==> src/rtl/sata_fis_pkg.sv <==
// Shared FIS definitions for the host-side receive path.
package sata_fis_pkg;

  // FIS type codes (byte 0 of the header word)
  localparam logic [7:0] FisTypeRegH2D = 8'h27;
  localparam logic [7:0] FisTypeRegD2H = 8'h34;
  localparam logic [7:0] FisTypeDmaAct = 8'h39;
  localparam logic [7:0] FisTypeData   = 8'h46;

  // ATA status register bit positions
  localparam int unsigned StatusErr  = 0;
  localparam int unsigned StatusDrq  = 3;
  localparam int unsigned StatusDf   = 5;
  localparam int unsigned StatusDrdy = 6;
  localparam int unsigned StatusBsy  = 7;

  // Receive parser states
  typedef enum logic [1:0] {
    StIdle,
    StReg,
    StData,
    StDrop
  } parse_state_e;

endpackage

==> src/rtl/satarsp_watchdog.sv <==
// Command-response watchdog: armed by start, disarmed by a completed response,
// fires a single-cycle timeout when no word is accepted for TIMEOUT_CYCLES cycles.
module satarsp_watchdog #(
  parameter int unsigned TIMEOUT_CYCLES = 1024
) (
  input  logic clk_i,
  input  logic rst_ni,
  input  logic start_i,
  input  logic activity_i,
  input  logic done_i,
  output logic busy_o,
  output logic timeout_o
);

  localparam int unsigned CntW = $clog2(TIMEOUT_CYCLES);
  // Registered pulse lands as the count reaches TIMEOUT_CYCLES-1, so decide one step early.
  localparam logic [CntW-1:0] CntLast = CntW'(TIMEOUT_CYCLES - 2);

  logic            busy_q, busy_d;
  logic            timeout_q, timeout_d;
  logic [CntW-1:0] cnt_q, cnt_d;

  // Next-state: start beats both completion and timeout
  always_comb begin
    busy_d    = busy_q;
    cnt_d     = cnt_q;
    timeout_d = 1'b0;
    if (start_i) begin
      busy_d = 1'b1;
      cnt_d  = '0;
    end else if (done_i) begin
      busy_d = 1'b0;
      cnt_d  = '0;
    end else if (busy_q) begin
      if (activity_i) begin
        cnt_d = '0;
      end else if (cnt_q == CntLast) begin
        timeout_d = 1'b1;
        busy_d    = 1'b0;
        cnt_d     = '0;
      end else begin
        cnt_d = cnt_q + CntW'(1);
      end
    end
  end

  // State register
  always_ff @(posedge clk_i or negedge rst_ni) begin
    if (!rst_ni) begin
      busy_q    <= 1'b0;
      timeout_q <= 1'b0;
      cnt_q     <= '0;
    end else begin
      busy_q    <= busy_d;
      timeout_q <= timeout_d;
      cnt_q     <= cnt_d;
    end
  end

  assign busy_o    = busy_q;
  assign timeout_o = timeout_q;

endmodule

==> src/rtl/satarsp_parse.sv <==
// Host receive parser for device-to-host FIS words: classifies frames, captures
// D2H Register fields, forwards Data FIS payload and flags malformed frames.
module satarsp_parse #(
  parameter int unsigned D2H_LEN        = 4,
  parameter int unsigned TIMEOUT_CYCLES = 1024
) (
  input  logic        i_clk,
  input  logic        i_reset_n,
  input  logic        s_valid,
  output logic        s_ready,
  input  logic [31:0] s_data,
  input  logic        s_last,
  input  logic        i_cmd_start,
  output logic        o_busy,
  output logic        o_d2h_valid,
  output logic [7:0]  o_status,
  output logic [7:0]  o_error,
  output logic [7:0]  o_device,
  output logic [47:0] o_lba,
  output logic [15:0] o_count,
  output logic        o_dma_act,
  output logic        m_valid,
  input  logic        m_ready,
  output logic [31:0] m_data,
  output logic        m_last,
  output logic        o_frame_err,
  output logic        o_timeout
);

  import sata_fis_pkg::*;

  localparam logic [2:0] IdxLast = 3'(D2H_LEN - 1);

  parse_state_e state_q, state_d;
  logic [2:0]   idx_q, idx_d;
  logic [7:0]   sh_status_q, sh_status_d, sh_error_q, sh_error_d, sh_device_q, sh_device_d;
  logic [47:0]  sh_lba_q, sh_lba_d;
  logic [15:0]  sh_count_q, sh_count_d;
  logic         frame_err_d, dma_act_d, d2h_done;
  logic         s_acc;

  // Handshake: payload passes straight through in DATA, everything else is always accepted
  always_comb begin
    s_ready = (state_q == StData) ? m_ready : 1'b1;
    m_valid = (state_q == StData) && s_valid;
    m_last  = (state_q == StData) && s_last;
    m_data  = s_data;
    s_acc   = s_valid && s_ready;
  end

  // Next-state and shadow capture, acting only on accepted words
  always_comb begin
    state_d     = state_q;
    idx_d       = idx_q;
    sh_status_d = sh_status_q;
    sh_error_d  = sh_error_q;
    sh_device_d = sh_device_q;
    sh_lba_d    = sh_lba_q;
    sh_count_d  = sh_count_q;
    frame_err_d = 1'b0;
    dma_act_d   = 1'b0;
    d2h_done    = 1'b0;
    if (s_acc) begin
      unique case (state_q)
        StIdle: begin
          case (s_data[31:24])
            FisTypeRegD2H: begin
              if (s_last) begin
                frame_err_d = 1'b1;
              end else begin
                sh_status_d = s_data[15:8];
                sh_error_d  = s_data[7:0];
                idx_d       = 3'd1;
                state_d     = StReg;
              end
            end
            FisTypeDmaAct: begin
              if (s_last) begin
                dma_act_d = 1'b1;
              end else begin
                frame_err_d = 1'b1;
                state_d     = StDrop;
              end
            end
            FisTypeData: begin
              if (s_last) frame_err_d = 1'b1;
              else        state_d     = StData;
            end
            default: begin
              frame_err_d = 1'b1;
              if (!s_last) state_d = StDrop;
            end
          endcase
        end
        StReg: begin
          case (idx_q)
            3'd1: begin
              sh_device_d     = s_data[31:24];
              sh_lba_d[23:0]  = s_data[23:0];
            end
            3'd2:    sh_lba_d[47:24] = s_data[23:0];
            3'd3:    sh_count_d      = s_data[15:0];
            default: ;
          endcase
          idx_d = idx_q + 3'd1;
          if (s_last) begin
            state_d = StIdle;
            if (idx_q == IdxLast) d2h_done    = 1'b1;
            else                  frame_err_d = 1'b1;
          end else if (idx_q == IdxLast) begin
            frame_err_d = 1'b1;
            state_d     = StDrop;
          end
        end
        StData: if (s_last) state_d = StIdle;
        StDrop: if (s_last) state_d = StIdle;
        default: state_d = StIdle;
      endcase
    end
  end

  // State, shadows, pulses and committed fields
  always_ff @(posedge i_clk or negedge i_reset_n) begin
    if (!i_reset_n) begin
      state_q     <= StIdle;
      idx_q       <= 3'd0;
      sh_status_q <= 8'h00;
      sh_error_q  <= 8'h00;
      sh_device_q <= 8'h00;
      sh_lba_q    <= 48'h0;
      sh_count_q  <= 16'h0;
      o_d2h_valid <= 1'b0;
      o_dma_act   <= 1'b0;
      o_frame_err <= 1'b0;
      o_status    <= 8'h00;
      o_error     <= 8'h00;
      o_device    <= 8'h00;
      o_lba       <= 48'h0;
      o_count     <= 16'h0;
    end else begin
      state_q     <= state_d;
      idx_q       <= idx_d;
      sh_status_q <= sh_status_d;
      sh_error_q  <= sh_error_d;
      sh_device_q <= sh_device_d;
      sh_lba_q    <= sh_lba_d;
      sh_count_q  <= sh_count_d;
      o_d2h_valid <= d2h_done;
      o_dma_act   <= dma_act_d;
      o_frame_err <= frame_err_d;
      // Commit from the next-state shadows so the closing word is included
      if (d2h_done) begin
        o_status <= sh_status_d;
        o_error  <= sh_error_d;
        o_device <= sh_device_d;
        o_lba    <= sh_lba_d;
        o_count  <= sh_count_d;
      end
    end
  end

  satarsp_watchdog #(
    .TIMEOUT_CYCLES(TIMEOUT_CYCLES)
  ) u_watchdog (
    .clk_i     (i_clk),
    .rst_ni    (i_reset_n),
    .start_i   (i_cmd_start),
    .activity_i(s_acc),
    .done_i    (d2h_done),
    .busy_o    (o_busy),
    .timeout_o (o_timeout)
  );

endmodule

==> config.mk <==
export PLATFORM = sky130hd
export DESIGN_NAME = satarsp_parse
export DESIGN_NICKNAME = d
export VERILOG_FILES = /design/src/rtl/sata_fis_pkg.sv /design/src/rtl/satarsp_watchdog.sv /design/src/rtl/satarsp_parse.sv
export SDC_FILE = /design/constraint.sdc
export NUM_CORES = 1
export LEC_CHECK = 0
export CORE_ASPECT_RATIO = 0.7
export CORE_MARGIN = 2
export CORE_UTILIZATION = 40
export CTS_CLUSTER_DIAMETER = 150
export CTS_CLUSTER_SIZE = 10
export DETAILED_ROUTE_END_ITERATION = 8
export GPL_TIMING_DRIVEN = 0
export PLACE_DENSITY = 0.66
export REMOVE_ABC_BUFFERS = 1
export SLEW_MARGIN = 5
export SYNTH_ARGS = -nofsm -noshare
export SYNTH_HDL_FRONTEND = slang
export SYNTH_HIERARCHICAL = 1
export SYNTH_SLANG_ARGS = --single-unit
export TNS_END_PERCENT = 30
==> constraint.sdc <==
create_clock -name i_clk -period 4 [get_ports i_clk]
set_clock_uncertainty 0.15 [all_clocks]
set_input_delay 1 -clock i_clk [delete_from_list [all_inputs] [get_ports i_clk]]
set_output_delay 1 -clock i_clk [all_outputs]
set_load 0.005 [all_outputs]
==> summary.txt <==
Setup path
  • Crit-path max cell delay: ~0.68 ns
  • Launching point of the worst reg2reg path: idx_q[0]
  • Worst EP arrival: roughly 2.5 ns
  • CP dominant cell by count: clkdlybuf4s50_1
  • Crit Path Max Fanout: 9
  • Critical path cell sequence: clkdlybuf4s50_1 -> inv_1 -> nor3_1 -> clkdlybuf4s50_1
  • Crit path max-delay cell type: clkdlybuf4s50_1
  • Critical path class: in -> out
  • CP Launch Type: primary input
  • Cell depth of the worst setup path: 4
  • Worst setup path start: s_last
  • CP Capture Type: output port
  • Top Family by Delay on Critical Path: buffers and inverters
  • CP required: 2.85 ns
  • FF-to-FF path depth: 9
  • CP Buf/Inv Count: 3

Synth
  • Synthesized instance count: around 800
  • Async set-reset flop share out of synthesis: between 90% and 100%
  • #FFs+latches synth: around 200
  • Synthesized area: between 0.008 and 0.009 mm²
  • Synth Area per Inst: between 10 and 15 µm²
  • Cell variety after synth: 50
  • Seq/Total Area, Yosys: a little under three fifths
  • Syn. warnings: 6
  • EDFF count, synth: 0
  • Top_reg_cell synth: dfrtp_1

Power and ir drop
  • Cell-internal power: around 3400 µW
  • Cell Pwr Density: between 400 and 500 mW/mm²
  • Clock power share: a little over a third
  • Total Power: around 4800 µW
  • Sw frac: between 20% and 30%
  • Leakage: between 0.005 and 0.006 µW
  • Sequential share of power: a little under 50%
  • P_sw: roughly 1300 µW
  • Worst vdd ir: 223 µV
  • Logic pwr share: about 16%

Timing
  • # setup viols final: 0
  • Unrepaired setup endpoints after global routing: false
  • Final period util: about 90%
  • Worst rel slew slack: between 20% and 30%
  • Final worst-path setup slack: 0.357 ns
  • Worst-Margin Slew: approximately 1.1 ns
  • Pins over their slew limit: 0
  • Crit path time final: ~3.6 ns
  • Final hold vios: 0
  • Maximum clock rate: between 200 and 300 MHz

Finish
  • Area growth from synthesis to layout: 27.0%
  • Finished Layout Cells: 1184
  • Area taken by multi-input logic gates: about 0.0034 mm²
  • Nets: between 900 and 1k
  • FF+latch area: between 0.004 and 0.005 mm²
  • Fill cells: about 1.9k
  • Ant diodes: 0
  • Share of cells above drive strength 1: roughly 18%

Min path
  • Hold path cells: 2
  • Min-delay src: sh_error_q[0]
  • Worst min path class: reg -> reg

Die
  • Die Ht: 128 µm
  • Rows: 45
  • Die footprint: 0.0233 mm²
  • Die X: about 180 µm
  • Starting Density: 40.7%
  • I/O pin total: roughly 170
  • Core area: 0.0217 mm²

Routing
  • ANT nets after route: 0
  • Starting DRT DRC Count: 498
  • DRT Wirelength: 22.5 mm
  • First-pass detailed-route iteration total: 5
  • # DRC: 0
  • Vias: between 6k and 7k
  • Vias per inst: around 5.6
  • Routed length per placed instance: roughly 19 µm

Clock network
  • Hold_buf cts: 0
  • Reg clk slew, reported paths: ~0.08 ns
  • Worst-skew pair later-pin latency: 0.42 ns
  • CTS tree: built
  • Clock root buffer master: clkbuf_16
  • # resized after CTS: 0
  • Clock H-tree levels: 4
  • Clock sink total: 196
  • Post-CTS Repair Setup Buffers: 0
  • Clock buffer depth: 2
  • CTS Buf Count: 17

Place
  • Setup WS pre-CTS: -0.0606 ns
  • HPWL after detailed placement: between 10 and 15 mm
  • Port Buf Inserts: ~170
  • Dpl cells: about 1.2k
  • RePlAce Congestion: a little over 0.8

Run status
  • Status: finished, final reports clean

Global routing
  • Initial antenna violation count: 0
  • All-Layer GR Usage: 19.6%
  • Global route overflow: 0
  • Largest net degree at the start of global routing: 110
  • First-pass GRT wire length: roughly 36 mm
  • Vias in the first global route: about 6.5k

Flow run
  • Max-Cap Viols: 0
stage by stage:
step / utilization [%] / hold WS (ns) / instance area [µm²] / TNS [ns]
after detailed placement: 49.0 / 0.302 / 10600 / -0.287
after global routing: 51.7 / 0.334 / 11200 / 0
final: 51.7 / 0.318 / 11200 / 0
after global placement: 47.7 / 0.297 / 10300 / -2465.51
after CTS: 51.7 / 0.321 / 11200 / 0
after floorplan: - / 0.283 / 8330 / -368.54
Yosys cell counts (2+ instances only):
master | instances | area share [%]
mux2_2 | 94 | 12
dfrtp_1 | 196 | 56
nand2_1 | 118 | 5.0
a2bb2oi_1 | 2 | 0.20
and2_1 | 2 | 0.14
nand4bb_1 | 2 | 0.26
clkbuf_1 | 50 | 2.1
nor2b_1 | 2 | 0.14
inv_1 | 16 | 0.68
nor4_1 | 2 | 0.14
ha_1 | 8 | 1.1
nor2_1 | 4 | 0.17
nand4b_1 | 2 | 0.20
o311ai_0 | 3 | 0.30
and3_1 | 3 | 0.21
o21ai_0 | 5 | 0.28
buf_1 | 9 | 0.38
a31oi_1 | 3 | 0.21
nand4_1 | 65 | 4.6
buf_4 | 32 | 2.7
o31ai_1 | 4 | 0.34
o211ai_1 | 56 | 4.8
nor3_1 | 7 | 0.40
mux2_4 | 10 | 1.7
a21oi_1 | 4 | 0.23
nand2b_1 | 3 | 0.21
nand3_1 | 60 | 3.4
final cells by class:
type                    count  share of cell area (%)
multi-input cells         478                    30.3
well taps                 282                    3.15
repair buffers            179                    16.9
flip-flops and latches    196                    43.7
inverters                  17                   0.614
clock inverters            13                    1.32
clock buffers              19                    3.95
cell families after synthesis:
logic type                 Yosys count  synth area share (%)
muxes                              104                  13.7
and+or+nand+nor                    283                  16.3
buffers and inverters              111                  6.36
DFF                                196                  55.6
AOI/OAI and AO/OA                   83                  6.96
adders and majority gates            8                  1.13
worst register-to-register path: stages (launching register included):
cell	delay, ns
dfrtp_1	0.43
ha_1	0.23
ha_1	0.21
ha_1	0.19
nand4b_1	0.22
buf_8	0.21
inv_6	0.17
nor4b_2	0.70
nand2_2	0.21
o311ai_0	0.34
metal layers:
layer,vias to the layer above,share of wire [%],track usage [%]
met5,-,0,0
met4,0,0.62,4.64
met2,202,44,29.2
met3,14,5.1,4.20
li1,3019,-,-
met1,3383,50,29.3
power by group through the flow:
stage               clock network [µW]  registers (µW)  logic [µW]
floorplan                            0            2310         365
global placement                     0            2330         713
detailed placement                   0            2340         745
CTS                               1760            2300         748
global route                      1840            2330         807
finish                            1720            2310         742
path summary, 6_finish.rpt:
kind / to / slack (ns)
max reg2reg: u_watchdog/cnt_q[5] / 0.82
min reg2reg: o_error[0] / 0.32
max in group asynchronous: o_lba[20] / 2.29
max: m_last / 0.36
min in group asynchronous: o_d2h_valid / 0.42
min: o_error[0] / 0.32
flip-flops by register name, summed over array words and instances (netlist names), 2 cells and up:
signal,flops
idx_q,3
sh_device_q,8
o_count,16
o_error,8
o_status,8
u_watchdog/cnt_q,10
sh_error_q,8
sh_count_q,16
sh_lba_q,48
state_q,2
sh_status_q,8
o_lba,48
o_device,8
placed cells by master, fill, tap and decap left out, drive strengths merged, types with 5 or more instances in the layout:
cell and instances:
buf 15, clkbuf 19, clkdlybuf4s50 164, clkinv 6
dfrtp 196, ha 8, inv 21, mux2 104
nand2 119, nand3 60, nand4 65, nor3 7
o211ai 56, o21ai 5
Power figures use the tool's default switching activity.
